$ cat config.mk
export PLATFORM = sky130hd
export DESIGN_NAME = rv_idu_pipe
export DESIGN_NICKNAME = d
export VERILOG_FILES = /design/src/rtl/rv_idu_pkg.sv /design/src/rtl/rv_idu_scoreboard.sv /design/src/rtl/rv_idu_pipe.sv
export SDC_FILE = /design/constraint.sdc
export NUM_CORES = 1
export LEC_CHECK = 0
export CAP_MARGIN = 20
export CORE_MARGIN = 4
export CORE_UTILIZATION = 53
export CTS_CLUSTER_DIAMETER = 120
export DETAILED_ROUTE_END_ITERATION = 10
export PLACE_DENSITY = 0.9
export SLEW_MARGIN = 30
export SYNTH_ARGS = -nofsm -noshare
export SYNTH_HDL_FRONTEND = slang
export SYNTH_SLANG_ARGS = --single-unit
export TNS_END_PERCENT = 30
$ cat constraint.sdc
create_clock -name clk -period 8.61 [get_ports clk]
set_input_delay 1.722 -clock clk [delete_from_list [all_inputs] [get_ports clk]]
set_output_delay 1.722 -clock clk [all_outputs]
set_load 0.005 [all_outputs]
$ cat src/rtl/rv_idu_pkg.sv
// Shared decode definitions for the pipelined IDU: opcodes, ALU and branch
// encodings, memory access sizes and the registered control bundle.
package rv_idu_pkg;

  localparam logic [6:0] OPC_LUI       = 7'b0110111;
  localparam logic [6:0] OPC_AUIPC     = 7'b0010111;
  localparam logic [6:0] OPC_JAL       = 7'b1101111;
  localparam logic [6:0] OPC_JALR      = 7'b1100111;
  localparam logic [6:0] OPC_BRANCH    = 7'b1100011;
  localparam logic [6:0] OPC_LOAD      = 7'b0000011;
  localparam logic [6:0] OPC_STORE     = 7'b0100011;
  localparam logic [6:0] OPC_OP_IMM    = 7'b0010011;
  localparam logic [6:0] OPC_OP        = 7'b0110011;
  localparam logic [6:0] OPC_OP_IMM_32 = 7'b0011011;
  localparam logic [6:0] OPC_OP_32     = 7'b0111011;
  localparam logic [6:0] OPC_MISC_MEM  = 7'b0001111;
  localparam logic [6:0] OPC_SYSTEM    = 7'b1110011;

  localparam logic [31:0] EBREAK_INST = 32'h0010_0073;

  localparam logic [1:0] MEM_SIZE_B = 2'b00;
  localparam logic [1:0] MEM_SIZE_H = 2'b01;
  localparam logic [1:0] MEM_SIZE_W = 2'b10;
  localparam logic [1:0] MEM_SIZE_D = 2'b11;

  typedef enum logic [4:0] {
    ALU_ADD, ALU_SUB, ALU_SLL, ALU_SLT, ALU_SLTU, ALU_XOR, ALU_SRL, ALU_SRA,
    ALU_OR, ALU_AND, ALU_PASS_B, ALU_MUL, ALU_MULH, ALU_MULHSU, ALU_MULHU,
    ALU_DIV, ALU_DIVU, ALU_REM, ALU_REMU
  } alu_op_e;

  typedef enum logic [2:0] {
    BR_NONE, BR_EQ, BR_NE, BR_LT, BR_GE, BR_LTU, BR_GEU
  } br_e;

  // Control fields carried from decode into the ID/EX register.
  typedef struct packed {
    logic       rd_we;
    alu_op_e    alu_op;
    logic       src1_pc;
    logic       src2_imm;
    logic       word;
    logic       mem_re;
    logic       mem_we;
    logic [1:0] mem_size;
    logic       mem_uns;
    br_e        br;
    logic       jal;
    logic       jalr;
    logic       ebreak;
    logic       illegal;
  } dec_ctl_t;

  // Branch condition from funct3; BR_NONE marks the two reserved encodings.
  function automatic br_e br_from_funct3(input logic [2:0] f3);
    case (f3)
      3'b000:  return BR_EQ;
      3'b001:  return BR_NE;
      3'b100:  return BR_LT;
      3'b101:  return BR_GE;
      3'b110:  return BR_LTU;
      3'b111:  return BR_GEU;
      default: return BR_NONE;
    endcase
  endfunction

endpackage

$ cat src/rtl/rv_idu_scoreboard.sv
// Register busy vector: one bit per architectural register with a pending
// writeback. x0 is never marked busy.
module rv_idu_scoreboard
(
  input  logic       clk,
  input  logic       rst,
  input  logic       set_en,
  input  logic [4:0] set_rd,
  input  logic       clr_en,
  input  logic [4:0] clr_rd,
  input  logic [4:0] rs1,
  input  logic [4:0] rs2,
  output logic       busy1,
  output logic       busy2
);

  logic [31:0] busy_q;
  logic [31:0] set_mask;
  logic [31:0] clr_mask;

  // One-hot set/clear masks from the issue and writeback ports.
  // NOTE: every always_comb output gets a default first so no latch is inferred.
  always_comb begin
    set_mask = '0;
    clr_mask = '0;
    if (set_en) set_mask[set_rd] = 1'b1;
    if (clr_en) clr_mask[clr_rd] = 1'b1;
  end

  // Busy update: clear first, then set, so a same-cycle set on rd wins.
  // NOTE: state is reset explicitly; a stale busy bit would deadlock issue.
  always_ff @(posedge clk or negedge rst) begin
    if (!rst) busy_q <= '0;
    else      busy_q <= ((busy_q & ~clr_mask) | set_mask) & ~32'h1;
  end

  assign busy1 = busy_q[rs1];
  assign busy2 = busy_q[rs2];

endmodule

$ cat src/rtl/rv_idu_pipe.sv
// Pipelined decode stage: one-entry ID latch, combinational decode with RAW
// interlock against the scoreboard, registered ID/EX output.
module rv_idu_pipe
  import rv_idu_pkg::*;
#(
  parameter int unsigned XLEN  = 32,
  parameter bit          HAS_M = 1'b1
)
(
  input  logic            clk,
  input  logic            rst,
  input  logic            in_valid,
  output logic            in_ready,
  input  logic [XLEN-1:0] in_pc,
  input  logic [31:0]     in_inst,
  input  logic            flush,
  output logic [4:0]      rf_raddr1,
  output logic [4:0]      rf_raddr2,
  input  logic [XLEN-1:0] rf_rdata1,
  input  logic [XLEN-1:0] rf_rdata2,
  input  logic            wb_valid,
  input  logic [4:0]      wb_rd,
  output logic            out_valid,
  input  logic            out_ready,
  output logic [XLEN-1:0] out_pc,
  output logic [XLEN-1:0] out_imm,
  output logic [XLEN-1:0] out_rs1_data,
  output logic [XLEN-1:0] out_rs2_data,
  output logic [4:0]      out_rd,
  output logic            out_rd_we,
  output alu_op_e         out_alu_op,
  output logic            out_src1_pc,
  output logic            out_src2_imm,
  output logic            out_word,
  output logic            out_mem_re,
  output logic            out_mem_we,
  output logic [1:0]      out_mem_size,
  output logic            out_mem_uns,
  output br_e             out_br,
  output logic            out_jal,
  output logic            out_jalr,
  output logic            out_ebreak,
  output logic            out_illegal
);

  localparam bit IS_RV64 = (XLEN == 64);

  logic            id_valid;
  logic [XLEN-1:0] id_pc;
  logic [31:0]     id_inst;
  logic            in_fire, id_adv, issue, hazard, busy1, busy2;
  logic            uses_rs1, uses_rs2, legal, shamt_ok;
  dec_ctl_t        ctl, ctl_q;
  logic [XLEN-1:0] imm, imm_i, imm_s, imm_b, imm_u, imm_j;
  logic [6:0]      opcode, f7;
  logic [2:0]      f3;

  assign opcode = id_inst[6:0];
  assign f3     = id_inst[14:12];
  assign f7     = id_inst[31:25];

  assign rf_raddr1 = id_inst[19:15];
  assign rf_raddr2 = id_inst[24:20];

  assign hazard   = (uses_rs1 & busy1) | (uses_rs2 & busy2);
  assign id_adv   = id_valid & !hazard & (!out_valid | out_ready);
  assign in_ready = !id_valid | id_adv;
  assign in_fire  = in_valid & in_ready;
  // A flush kills the instruction moving into ID/EX, so it must not set busy.
  assign issue    = id_adv & !flush;

  // On RV32 a shift amount with bit 5 set is reserved.
  assign shamt_ok = IS_RV64 || !id_inst[25];

  assign imm_i = XLEN'($signed(id_inst[31:20]));
  assign imm_s = XLEN'($signed({id_inst[31:25], id_inst[11:7]}));
  assign imm_b = XLEN'($signed({id_inst[31], id_inst[7], id_inst[30:25], id_inst[11:8], 1'b0}));
  assign imm_u = XLEN'($signed({id_inst[31:12], 12'b0}));
  assign imm_j = XLEN'($signed({id_inst[31], id_inst[19:12], id_inst[20], id_inst[30:21], 1'b0}));

  // ID latch: load on accept, drain on issue, drop on flush.
  // NOTE: sequential state uses non-blocking assignments so every flop samples pre-edge values.
  always_ff @(posedge clk or negedge rst) begin
    if (!rst) begin
      id_valid <= 1'b0;
      id_pc    <= '0;
      id_inst  <= '0;
    end else begin
      if (flush)        id_valid <= 1'b0;
      else if (in_fire) id_valid <= 1'b1;
      else if (id_adv)  id_valid <= 1'b0;
      if (in_fire && !flush) begin
        id_pc   <= in_pc;
        id_inst <= in_inst;
      end
    end
  end

  // Combinational decode of the latched instruction.
  always_comb begin
    ctl      = '0;
    imm      = '0;
    uses_rs1 = 1'b0;
    uses_rs2 = 1'b0;
    legal    = 1'b1;
    case (opcode)
      OPC_LUI: begin
        ctl.rd_we = 1'b1; ctl.alu_op = ALU_PASS_B; ctl.src2_imm = 1'b1; imm = imm_u;
      end
      OPC_AUIPC: begin
        ctl.rd_we = 1'b1; ctl.src1_pc = 1'b1; ctl.src2_imm = 1'b1; imm = imm_u;
      end
      OPC_JAL: begin
        ctl.rd_we = 1'b1; ctl.jal = 1'b1; ctl.src1_pc = 1'b1; imm = imm_j;
      end
      OPC_JALR: begin
        ctl.rd_we = 1'b1; ctl.jalr = 1'b1; ctl.src2_imm = 1'b1; uses_rs1 = 1'b1; imm = imm_i;
        legal = (f3 == 3'b000);
      end
      OPC_BRANCH: begin
        ctl.alu_op = ALU_SUB; ctl.br = br_from_funct3(f3); uses_rs1 = 1'b1; uses_rs2 = 1'b1;
        imm = imm_b; legal = (ctl.br != BR_NONE);
      end
      OPC_LOAD: begin
        ctl.rd_we = 1'b1; ctl.mem_re = 1'b1; ctl.src2_imm = 1'b1; uses_rs1 = 1'b1; imm = imm_i;
        ctl.mem_size = f3[1:0]; ctl.mem_uns = f3[2];
        case (f3)
          3'b000, 3'b001, 3'b010, 3'b100, 3'b101: legal = 1'b1;
          3'b011, 3'b110:                         legal = IS_RV64;
          default:                                legal = 1'b0;
        endcase
      end
      OPC_STORE: begin
        ctl.mem_we = 1'b1; ctl.src2_imm = 1'b1; uses_rs1 = 1'b1; uses_rs2 = 1'b1; imm = imm_s;
        ctl.mem_size = f3[1:0];
        legal = (f3[2] == 1'b0) && ((f3[1:0] != MEM_SIZE_D) || IS_RV64);
      end
      OPC_OP_IMM: begin
        ctl.rd_we = 1'b1; ctl.src2_imm = 1'b1; uses_rs1 = 1'b1; imm = imm_i;
        case (f3)
          3'b000: ctl.alu_op = ALU_ADD;
          3'b010: ctl.alu_op = ALU_SLT;
          3'b011: ctl.alu_op = ALU_SLTU;
          3'b100: ctl.alu_op = ALU_XOR;
          3'b110: ctl.alu_op = ALU_OR;
          3'b111: ctl.alu_op = ALU_AND;
          3'b001: begin
            ctl.alu_op = ALU_SLL;
            legal = (id_inst[31:26] == 6'b000000) && shamt_ok;
          end
          default: begin
            ctl.alu_op = id_inst[30] ? ALU_SRA : ALU_SRL;
            legal = ((id_inst[31:26] == 6'b000000) || (id_inst[31:26] == 6'b010000)) && shamt_ok;
          end
        endcase
      end
      OPC_OP_IMM_32: begin
        ctl.rd_we = 1'b1; ctl.word = 1'b1; ctl.src2_imm = 1'b1; uses_rs1 = 1'b1; imm = imm_i;
        case (f3)
          3'b000:  ctl.alu_op = ALU_ADD;
          3'b001:  begin ctl.alu_op = ALU_SLL; legal = (f7 == 7'b0000000); end
          3'b101:  begin
            ctl.alu_op = id_inst[30] ? ALU_SRA : ALU_SRL;
            legal = (f7 == 7'b0000000) || (f7 == 7'b0100000);
          end
          default: legal = 1'b0;
        endcase
        if (!IS_RV64) legal = 1'b0;
      end
      OPC_OP, OPC_OP_32: begin
        ctl.rd_we = 1'b1; uses_rs1 = 1'b1; uses_rs2 = 1'b1;
        ctl.word = (opcode == OPC_OP_32);
        if (f7 == 7'b0000000) begin
          case (f3)
            3'b000:  ctl.alu_op = ALU_ADD;
            3'b001:  ctl.alu_op = ALU_SLL;
            3'b010:  ctl.alu_op = ALU_SLT;
            3'b011:  ctl.alu_op = ALU_SLTU;
            3'b100:  ctl.alu_op = ALU_XOR;
            3'b101:  ctl.alu_op = ALU_SRL;
            3'b110:  ctl.alu_op = ALU_OR;
            default: ctl.alu_op = ALU_AND;
          endcase
          if (ctl.word) legal = (f3 == 3'b000) || (f3 == 3'b001) || (f3 == 3'b101);
        end else if (f7 == 7'b0100000 && f3 == 3'b000) begin
          ctl.alu_op = ALU_SUB;
        end else if (f7 == 7'b0100000 && f3 == 3'b101) begin
          ctl.alu_op = ALU_SRA;
        end else if (f7 == 7'b0000001 && HAS_M) begin
          case (f3)
            3'b000:  ctl.alu_op = ALU_MUL;
            3'b001:  ctl.alu_op = ALU_MULH;
            3'b010:  ctl.alu_op = ALU_MULHSU;
            3'b011:  ctl.alu_op = ALU_MULHU;
            3'b100:  ctl.alu_op = ALU_DIV;
            3'b101:  ctl.alu_op = ALU_DIVU;
            3'b110:  ctl.alu_op = ALU_REM;
            default: ctl.alu_op = ALU_REMU;
          endcase
          // The *W multiply group has no high-half variants.
          if (ctl.word) legal = (f3 == 3'b000) || f3[2];
        end else begin
          legal = 1'b0;
        end
        if (ctl.word && !IS_RV64) legal = 1'b0;
      end
      OPC_MISC_MEM: legal = (f3 == 3'b000);
      OPC_SYSTEM: begin
        if (id_inst == EBREAK_INST) ctl.ebreak = 1'b1;
        else                        legal = 1'b0;
      end
      default: legal = 1'b0;
    endcase
    // Illegal instructions write nothing and read nothing, so they never stall.
    if (!legal) begin
      ctl         = '0;
      ctl.illegal = 1'b1;
      uses_rs1    = 1'b0;
      uses_rs2    = 1'b0;
    end
  end

  // ID/EX register: capture on issue, hold while EXU stalls, drop on flush.
  always_ff @(posedge clk or negedge rst) begin
    if (!rst) begin
      out_valid    <= 1'b0;
      out_pc       <= '0;
      out_imm      <= '0;
      out_rs1_data <= '0;
      out_rs2_data <= '0;
      out_rd       <= '0;
      ctl_q        <= '0;
    end else begin
      if (flush)          out_valid <= 1'b0;
      else if (id_adv)    out_valid <= 1'b1;
      else if (out_ready) out_valid <= 1'b0;
      if (issue) begin
        out_pc       <= id_pc;
        out_imm      <= imm;
        out_rs1_data <= rf_rdata1;
        out_rs2_data <= rf_rdata2;
        out_rd       <= id_inst[11:7];
        ctl_q        <= ctl;
      end
    end
  end

  assign out_rd_we    = ctl_q.rd_we;
  assign out_alu_op   = ctl_q.alu_op;
  assign out_src1_pc  = ctl_q.src1_pc;
  assign out_src2_imm = ctl_q.src2_imm;
  assign out_word     = ctl_q.word;
  assign out_mem_re   = ctl_q.mem_re;
  assign out_mem_we   = ctl_q.mem_we;
  assign out_mem_size = ctl_q.mem_size;
  assign out_mem_uns  = ctl_q.mem_uns;
  assign out_br       = ctl_q.br;
  assign out_jal      = ctl_q.jal;
  assign out_jalr     = ctl_q.jalr;
  assign out_ebreak   = ctl_q.ebreak;
  assign out_illegal  = ctl_q.illegal;

  rv_idu_scoreboard u_sb (
    .clk    (clk),
    .rst    (rst),
    .set_en (issue & ctl.rd_we & (id_inst[11:7] != 5'd0)),
    .set_rd (id_inst[11:7]),
    .clr_en (wb_valid),
    .clr_rd (wb_rd),
    .rs1    (id_inst[19:15]),
    .rs2    (id_inst[24:20]),
    .busy1  (busy1),
    .busy2  (busy2)
  );

endmodule
==> summary.md, run 1 <==
| Metric | Value |
|---|---|
| Status | complete, no violations |
| Fmax | approximately 180 MHz |
| Post-route ant nets | 0 |
| First-pass GRT wire length | 51500 um |
| NumNets Final | 1295 |
| Final Hold Viols | 0 |
| Multi-input logic area | 0.00485 mm^2 |
| Via count | 8629 |
| Root Driver | clkbuf_16 |
| Maxcap violations | 0 |
| Worst Skew | 0.0103 ns |
| Die Width | approximately 160 um |
| Tcrit/Tclk final | 65.8% |
| Clk pwr share | 34.2% |
| Critical path class | flop to output pin |
| Final Total Pwr | 0.00360 W |
| Worst-path clk slew | 0.06 ns |
| Crit-path max FO | 23 |
| Post-Synthesis Cell Area | 0.0116 mm^2 |
| Sw Ratio | 25.9% |
| Comb power frac | a little under a quarter |
| Via density per instance | approximately 6.0 |
| Seq cells post-synth | about 250 |
| Fin util | 73.2% |
| CTS Hold Buffers Added | 0 |
| Final setup fails | 0 |
| Max-slew violation count | 0 |
| Cell total after placement | 1398 |
| DP Wirelength | about 23000 um |
| Peak supply drop | 0.000215 V |
| All-layer global routing usage | 26.6% |
| Syn Inst Count | 881 |
| Initial antenna violation count | 1 |
| CTS tree | built |
| Synth async-reset ratio | 100% |
| Setup TNS | 0 ns |
| First-pass DRT Iterations | 8 |
| Sequential share of the synthesized area | 54.2% |
| Remaining Overflow, GRT | 0 |
| Layout cells sized above 1 | 22.0% |
| Number of port buffers | roughly 300 |
| Main synth FF type | dfrtp_1 |
| Fin crit period | 5.67 ns |
| H-Tree Depth | 1 |
| Most common cell after layout, fill and taps aside | clkdlybuf4s50_1 |
| Reg power frac | 43.0% |
| Finished Cell Area | 0.0156 mm^2 |
| RSZ-0062 raised after global routing | no |
| Number of top-level pins | 305 |
| Post-Synthesis Net Count | 1024 |
| TritonCTS buffer count | 27 |
| Residual DRC count | 0 |
| Critical Path Sink Type | output pin |
| Register area | 0.00628 mm^2 |
| Post_cts resized | 0 |
| Worst-skew pair later-pin latency | 0.54 ns |
| Internal power | 0.00267 W |
| Antenna cells | 0 |
| Area post-placement | 0.0146 mm^2 |
| Most frequent cells in the layout | 303 x clkdlybuf4s50_1, 251 x dfrtp_1, 112 x mux2_2 |
| Full die area | 0.0243 mm^2 |
| Initial DRC count | ~900 |
| Starting Density | roughly 54% |
| Pwr/cell area | around 230 mW/mm^2 |
| Slew HR | 37.2% |
| Pleak | 6.65 nW |
| Clock Sinks | 251 |
| Vias in the first global route | 9086 |
| Crit path required time | 6.89 ns |
| Die Y | 156 um |
| Final GP Congestion | around 0.98 |
| Number of flops mapped to enable cells by yosys | 0 |
| Final Non-Filler Cells | 1444 |
| Kind of start point of the critical path | flop |
| Synth-to-layout area growth | 34.5% |
| Mean routed wirelength per cell | 22.9 um |
| Hold WC Path Type | flop to flop |
| Syn avg cell area | approximately 13 um^2 |
| Worst-margin pin slew | 0.939 ns |
| WP data arrival | 3.94 ns |
| Largest net degree at the start of global routing | 151 |
| Core ar. | 0.0213 mm^2 |
| Clk buf depth | 3 |
| DRT Wirelength | 33000 um |
| Warnings, synthesis | 0 |
| Fill cell count | 1303 |
| Cell Rows | 53 |
| P_sw | 0.000931 W |
| Post-CTS Setup Repair Bufs | 0 |
| Synth cell types | 70 |
power by group through the flow:
| stage | clock network [W] | registers, W | logic, W |
|---|---|---|---|
| after floorplan | 0 | 0.00150 | 0.000385 |
| after global placement | 0 | 0.00154 | 0.000802 |
| after detailed placement | 0 | 0.00156 | 0.000816 |
| after CTS | 0.00125 | 0.00155 | 0.000826 |
| after global routing | 0.00130 | 0.00157 | 0.000878 |
| final | 0.00123 | 0.00155 | 0.000820 |
sequential cells by signal, indices dropped and copies added, names as in the netlist, 2 cells and up:
signal / count
out_pc: 32
out_rs2_data: 32
id_inst: 32
out_rs1_data: 32
id_pc: 32
out_alu_op: 5
out_imm: 32
out_br: 3
out_rd: 5
out_mem_size: 2
u_sb.busy_q: 31
cell type report:
cell class	instances	share of cell area [%]
sequential	251	40.3
clock inverter	9	1.05
timing repair buffer	311	20.0
tap	275	2.21
inverter	9	0.217
clock buffer	37	5.09
multi-input combinational	552	31.1
through the flow:
step,setup slack [ns],hold slack (ns)
floorplan,4.32,0.474
global placement,3.58,0.460
global route,2.68,0.498
detailed placement,3.53,0.465
finish,2.94,0.475
CTS,2.96,0.478
synth_stat cells, types with 7 or more instances:
cell type  instances  area, um^2
mux4_2             8         180
nor3_1            13        65.1
nor2_1            17        63.8
buf_4             18         135
and3_1             7        43.8
mux2_4            61         916
nand2b_1          12        75.1
nand3b_1          13        97.6
a22o_1             9        78.8
clkbuf_1          22        82.6
or3b_2             7        61.3
inv_1              9        33.8
mux2_2           112        1260
mux2i_1           15         150
a2bb2oi_1         19         166
nand3_1           17        85.1
buf_2             16        80.1
dfrtp_1          251        6280
o2bb2ai_1         12         105
nand2_1           39         146
a21oi_1           13        65.1
o21ai_0           80         400
critical path: stages (launching register included):
cell             delay [ns]
dfrtp_1                0.43
inv_1                  0.09
ha_1                   0.36
nor2_2                 0.28
nand2_1                0.09
a211o_1                0.30
or4_1                  0.70
o31a_4                 0.31
o21ai_0                0.27
clkdlybuf4s50_1        0.57
per-layer routing:
layer / track usage [%] / up-vias / wire length [um]
li1: - / 3794 / -
met1: 33.8 / 4264 / 12500
met2: 42.8 / 471 / 15700
met3: 8.99 / 98 / 3450
met4: 9.63 / 2 / 1340
met5: 0 / - / 12
kinds of logic (layout without fill, tap and decap cells):
family                     count (synthesis)  in the layout  share of synthesized area (%)
adders and majority gates                  4              4                          0.432
buffers and inverters                     78            366                           4.07
and+or+nand+nor                          166            166                           8.36
DFF                                      251            251                           54.2
muxes                                    196            196                           21.6
AOI/OAI and AO/OA                        186            186                           11.3
path summary, 6_finish.rpt:
check,cells after the start,from,slack [ns],endpoint
worst max-delay path,9,id_inst[12]$_DFFE_PN0P_,2.94,in_ready
worst max register to register,8,id_inst[3]$_DFFE_PN0P_,4.01,id_inst[0]$_DFFE_PN0P_
min in group asynchronous,1,rst,1.20,out_pc[22]$_DFFE_PN0P_
worst min register to register,1,out_imm[11]$_DFFE_PN0P_,0.47,out_imm[11]$_DFFE_PN0P_
worst min-delay path,1,out_imm[11]$_DFFE_PN0P_,0.47,out_imm[11]$_DFFE_PN0P_
max in group asynchronous,2,rst,6.15,out_alu_op[4]$_DFFE_PN0P_
(Power assumes the default switching activity.)
==> run 2, diff against run 1 <==
Settings changed: CORE_UTILIZATION 53 to 49, PLACE_DENSITY 0.9 to 0.84.
Clock period 8.61 ns to 5.58 ns, I/O delays scaled along.
==> run 2 against run 1 <==
  * Sequential share of layout area is 0.42 points lower
  * Clock skew rose by 0.0080 ns
  * Critical path depth unchanged
  * Total power up 57%
  * Via count is 1.7% lower
  * Clock power grew 63%
  * Sequential power is 54% higher
  * Flip-flop and latch count unchanged
  * Setup slack worse by 2.5 ns
  * Core utilization is 5.7 points lower
  * Final cell count increased by 3.7%
  * Critical path type unchanged
  * Critical endpoint unchanged
==> summary.md, run 2 (synthesis results as in run 1) <==
| Metric | Value |
|---|---|
| Status | complete, no violations |
| FF-to-FF path depth | 10 (+2) |
| Pwr/cell area | 358 mW/mm^2 (+55%) |
| First-pass GRT wire length | 51700 um (+0.33%) |
| GRT Max-Usage Layer | met2 |
| Core ar. | 0.0233 mm^2 (+9.6%) |
| Layout cells sized above 1 | 22.4% (+0.43 points) |
| Die Y | 162 um (+3.8%) |
| RSZ-0062 raised after global routing | no |
| CTS tree | built |
| Cell Rows | 56 (+5.7%) |
| Via density per instance | 5.66 (-5.2%) |
| All-layer global routing usage | 24.6% (-2.0 points) |
| Post_cts resized | 0 (unchanged) |
| TritonCTS buffer count | 28 (+3.7%) |
| Residual DRC count | 0 (unchanged) |
| Pre-CTS setup slack | 1.05 ns (-2.48 ns) |
| Post-route ant nets | 0 (unchanged) |
| Die Width | 162 um (+3.8%) |
| Initial DRC count | 714 (-20%) |
| M1 GR Usage | 32.3% (-1.4 points) |
| Worst-path clk slew | 0.06 ns (about the same) |
| Full die area | 0.0262 mm^2 (+7.7%) |
| Post-CTS Setup Repair Bufs | 0 (unchanged) |
| Most frequent cells in the layout | 303 x clkdlybuf4s50_1, 251 x dfrtp_1, 112 x mux2_2 |
| Largest net degree at the start of global routing | 100 (-34%) |
| Crit path required time | 4.46 ns (-2.43 ns) |
| Critical path class | flop to output pin |
| GR Layer Usage met2 | 40.1% (-2.7 points) |
| Final GP Congestion | 0.931 (-5.4%) |
| Worst Skew | 0.0183 ns (+0.00798 ns) |
| NumNets Final | 1299 (+0.31%) |
| Number of top-level pins | 305 (unchanged) |
| Root Driver | clkbuf_16 |
| Fmax | 196 MHz |
| Clk buf depth | 3 (unchanged) |
| P_sw | 0.00146 W (+57%) |
| Final Non-Filler Cells | 1498 (+3.7%) |
| Vias in the first global route | 8925 (-1.8%) |
| Clk pwr share | 35.4% (+1.2 points) |
| Worst-margin pin slew | 0.980 ns (+0.0415 ns) |
| H-Tree Depth | 1 (unchanged) |
| Pleak | 6.71 nW (+0.91%) |
| Maxcap violations | 0 (unchanged) |
| WP data arrival | 3.98 ns (+0.04 ns) |
| Starting Density | 49.7% (-4.8 points) |
| Sw Ratio | 25.9% (about the same) |
| Clock Sinks | 251 (unchanged) |
| Worst-skew pair later-pin latency | 0.55 ns (about the same) |
| Number of port buffers | 304 (unchanged) |
| Peak supply drop | 0.000267 V (+24%) |
| Initial antenna violation count | 1 (unchanged) |
| Reg power frac | 42.3% (-0.7 points) |
| Max-slew violation count | 0 (unchanged) |
| Mean routed wirelength per cell | 22.2 um (-3.2%) |
| DP Wirelength | 23000 um (-0.43%) |
| Critical Path Sink Type | output pin |
| Tcrit/Tclk final | between 90% and 100% |
| Final Hold Viols | 0 (unchanged) |
| CTS Hold Buffers Added | 0 (unchanged) |
| Slew HR | 34.1% (-3.0 points) |
| Most common cell after layout, fill and taps aside | clkdlybuf4s50_1 |
| Fin crit period | between 5 and 6 ns |
| Met3 GRT Util | 7.26% (-1.7 points) |
| Kind of start point of the critical path | flop |
| Final Total Pwr | 0.00564 W (+57%) |
| Final setup fails | 0 (unchanged) |
| DRT Wirelength | 33200 um (+0.46%) |
| Hold Crit Depth | 1 (unchanged) |
| Via count | 8483 (-1.7%) |
| Comb power frac | 22.3% (-0.5 points) |
| Internal power | 0.00418 W (+57%) |
| Crit-path max FO | 23 (unchanged) |
| Cell total after placement | 1445 (+3.4%) |
| Hold WC Path Type | flop to flop |
| Synth-to-layout area growth | 36.0% |
| Setup WS post-layout | 0.486 ns (-2.46 ns) |
| Remaining Overflow, GRT | 0 (unchanged) |
| Setup TNS | 0 ns (unchanged) |
| First-pass DRT Iterations | 6 (-2) |
[run 2: path summary, 6_finish.rpt]
path | from | to | slack (ns)
max in group asynchronous | rst | u_sb.busy_q[11]$_DFF_PN0_ | 3.74
worst min-delay path | out_word$_DFFE_PN0P_ | out_word$_DFFE_PN0P_ | 0.48
worst min register to register | out_word$_DFFE_PN0P_ | out_word$_DFFE_PN0P_ | 0.48
min in group asynchronous | rst | out_rs2_data[1]$_DFFE_PN0P_ | 0.61
worst max-delay path | id_inst[12]$_DFFE_PN0P_ | in_ready | 0.49
worst max register to register | id_inst[13]$_DFFE_PN0P_ | id_pc[12]$_DFFE_PN0P_ | 1.44
[run 2: per-stage QoR]
stage / hold WS [ns] / instance area (um^2) / utilization (%)
CTS: 0.491 / 15700 / 67.5
finish: 0.484 / 15800 / 67.5
detailed placement: 0.472 / 14700 / 63.1
global placement: 0.461 / 14700 / 63.1
floorplan: 0.474 / 11600 / -
global route: 0.500 / 15700 / 67.5
[run 2: per-layer routing]
metal	share of wire, %	vias to the layer above
li1	-	3804
met1	40	4223
met2	48	381
met3	9.0	73
met4	2.7	2
met5	0.039	-
[run 2: area by class of cell]
class | count | area, um^2
Sequential cell | 251 | 6280
Clock buffer | 40 | 847
Inverter | 9 | 33.8
Tap cell | 319 | 399
Fill cell | 1676 | 7580
Multi-Input combinational cell | 552 | 4850
Timing Repair Buffer | 314 | 3160
Clock inverter | 12 | 179
Antenna cell | 1 | 2.50
[run 2: power groups by stage]
stage               combinational (W)  sequential, W  clock (W)
floorplan                    0.000594        0.00231          0
global placement              0.00124        0.00239          0
detailed placement            0.00126        0.00241          0
CTS                           0.00127        0.00238    0.00203
global route                  0.00134        0.00243    0.00212
finish                        0.00126        0.00239    0.00200
[run 2: critical path, cell delays in order (launching register included)]
cell	delay, ns
dfrtp_1	0.45
inv_1	0.09
ha_1	0.37
nor2_2	0.28
nand2_1	0.10
a211o_1	0.31
or4_1	0.69
o31a_4	0.29
o21ai_0	0.27
clkdlybuf4s50_1	0.57
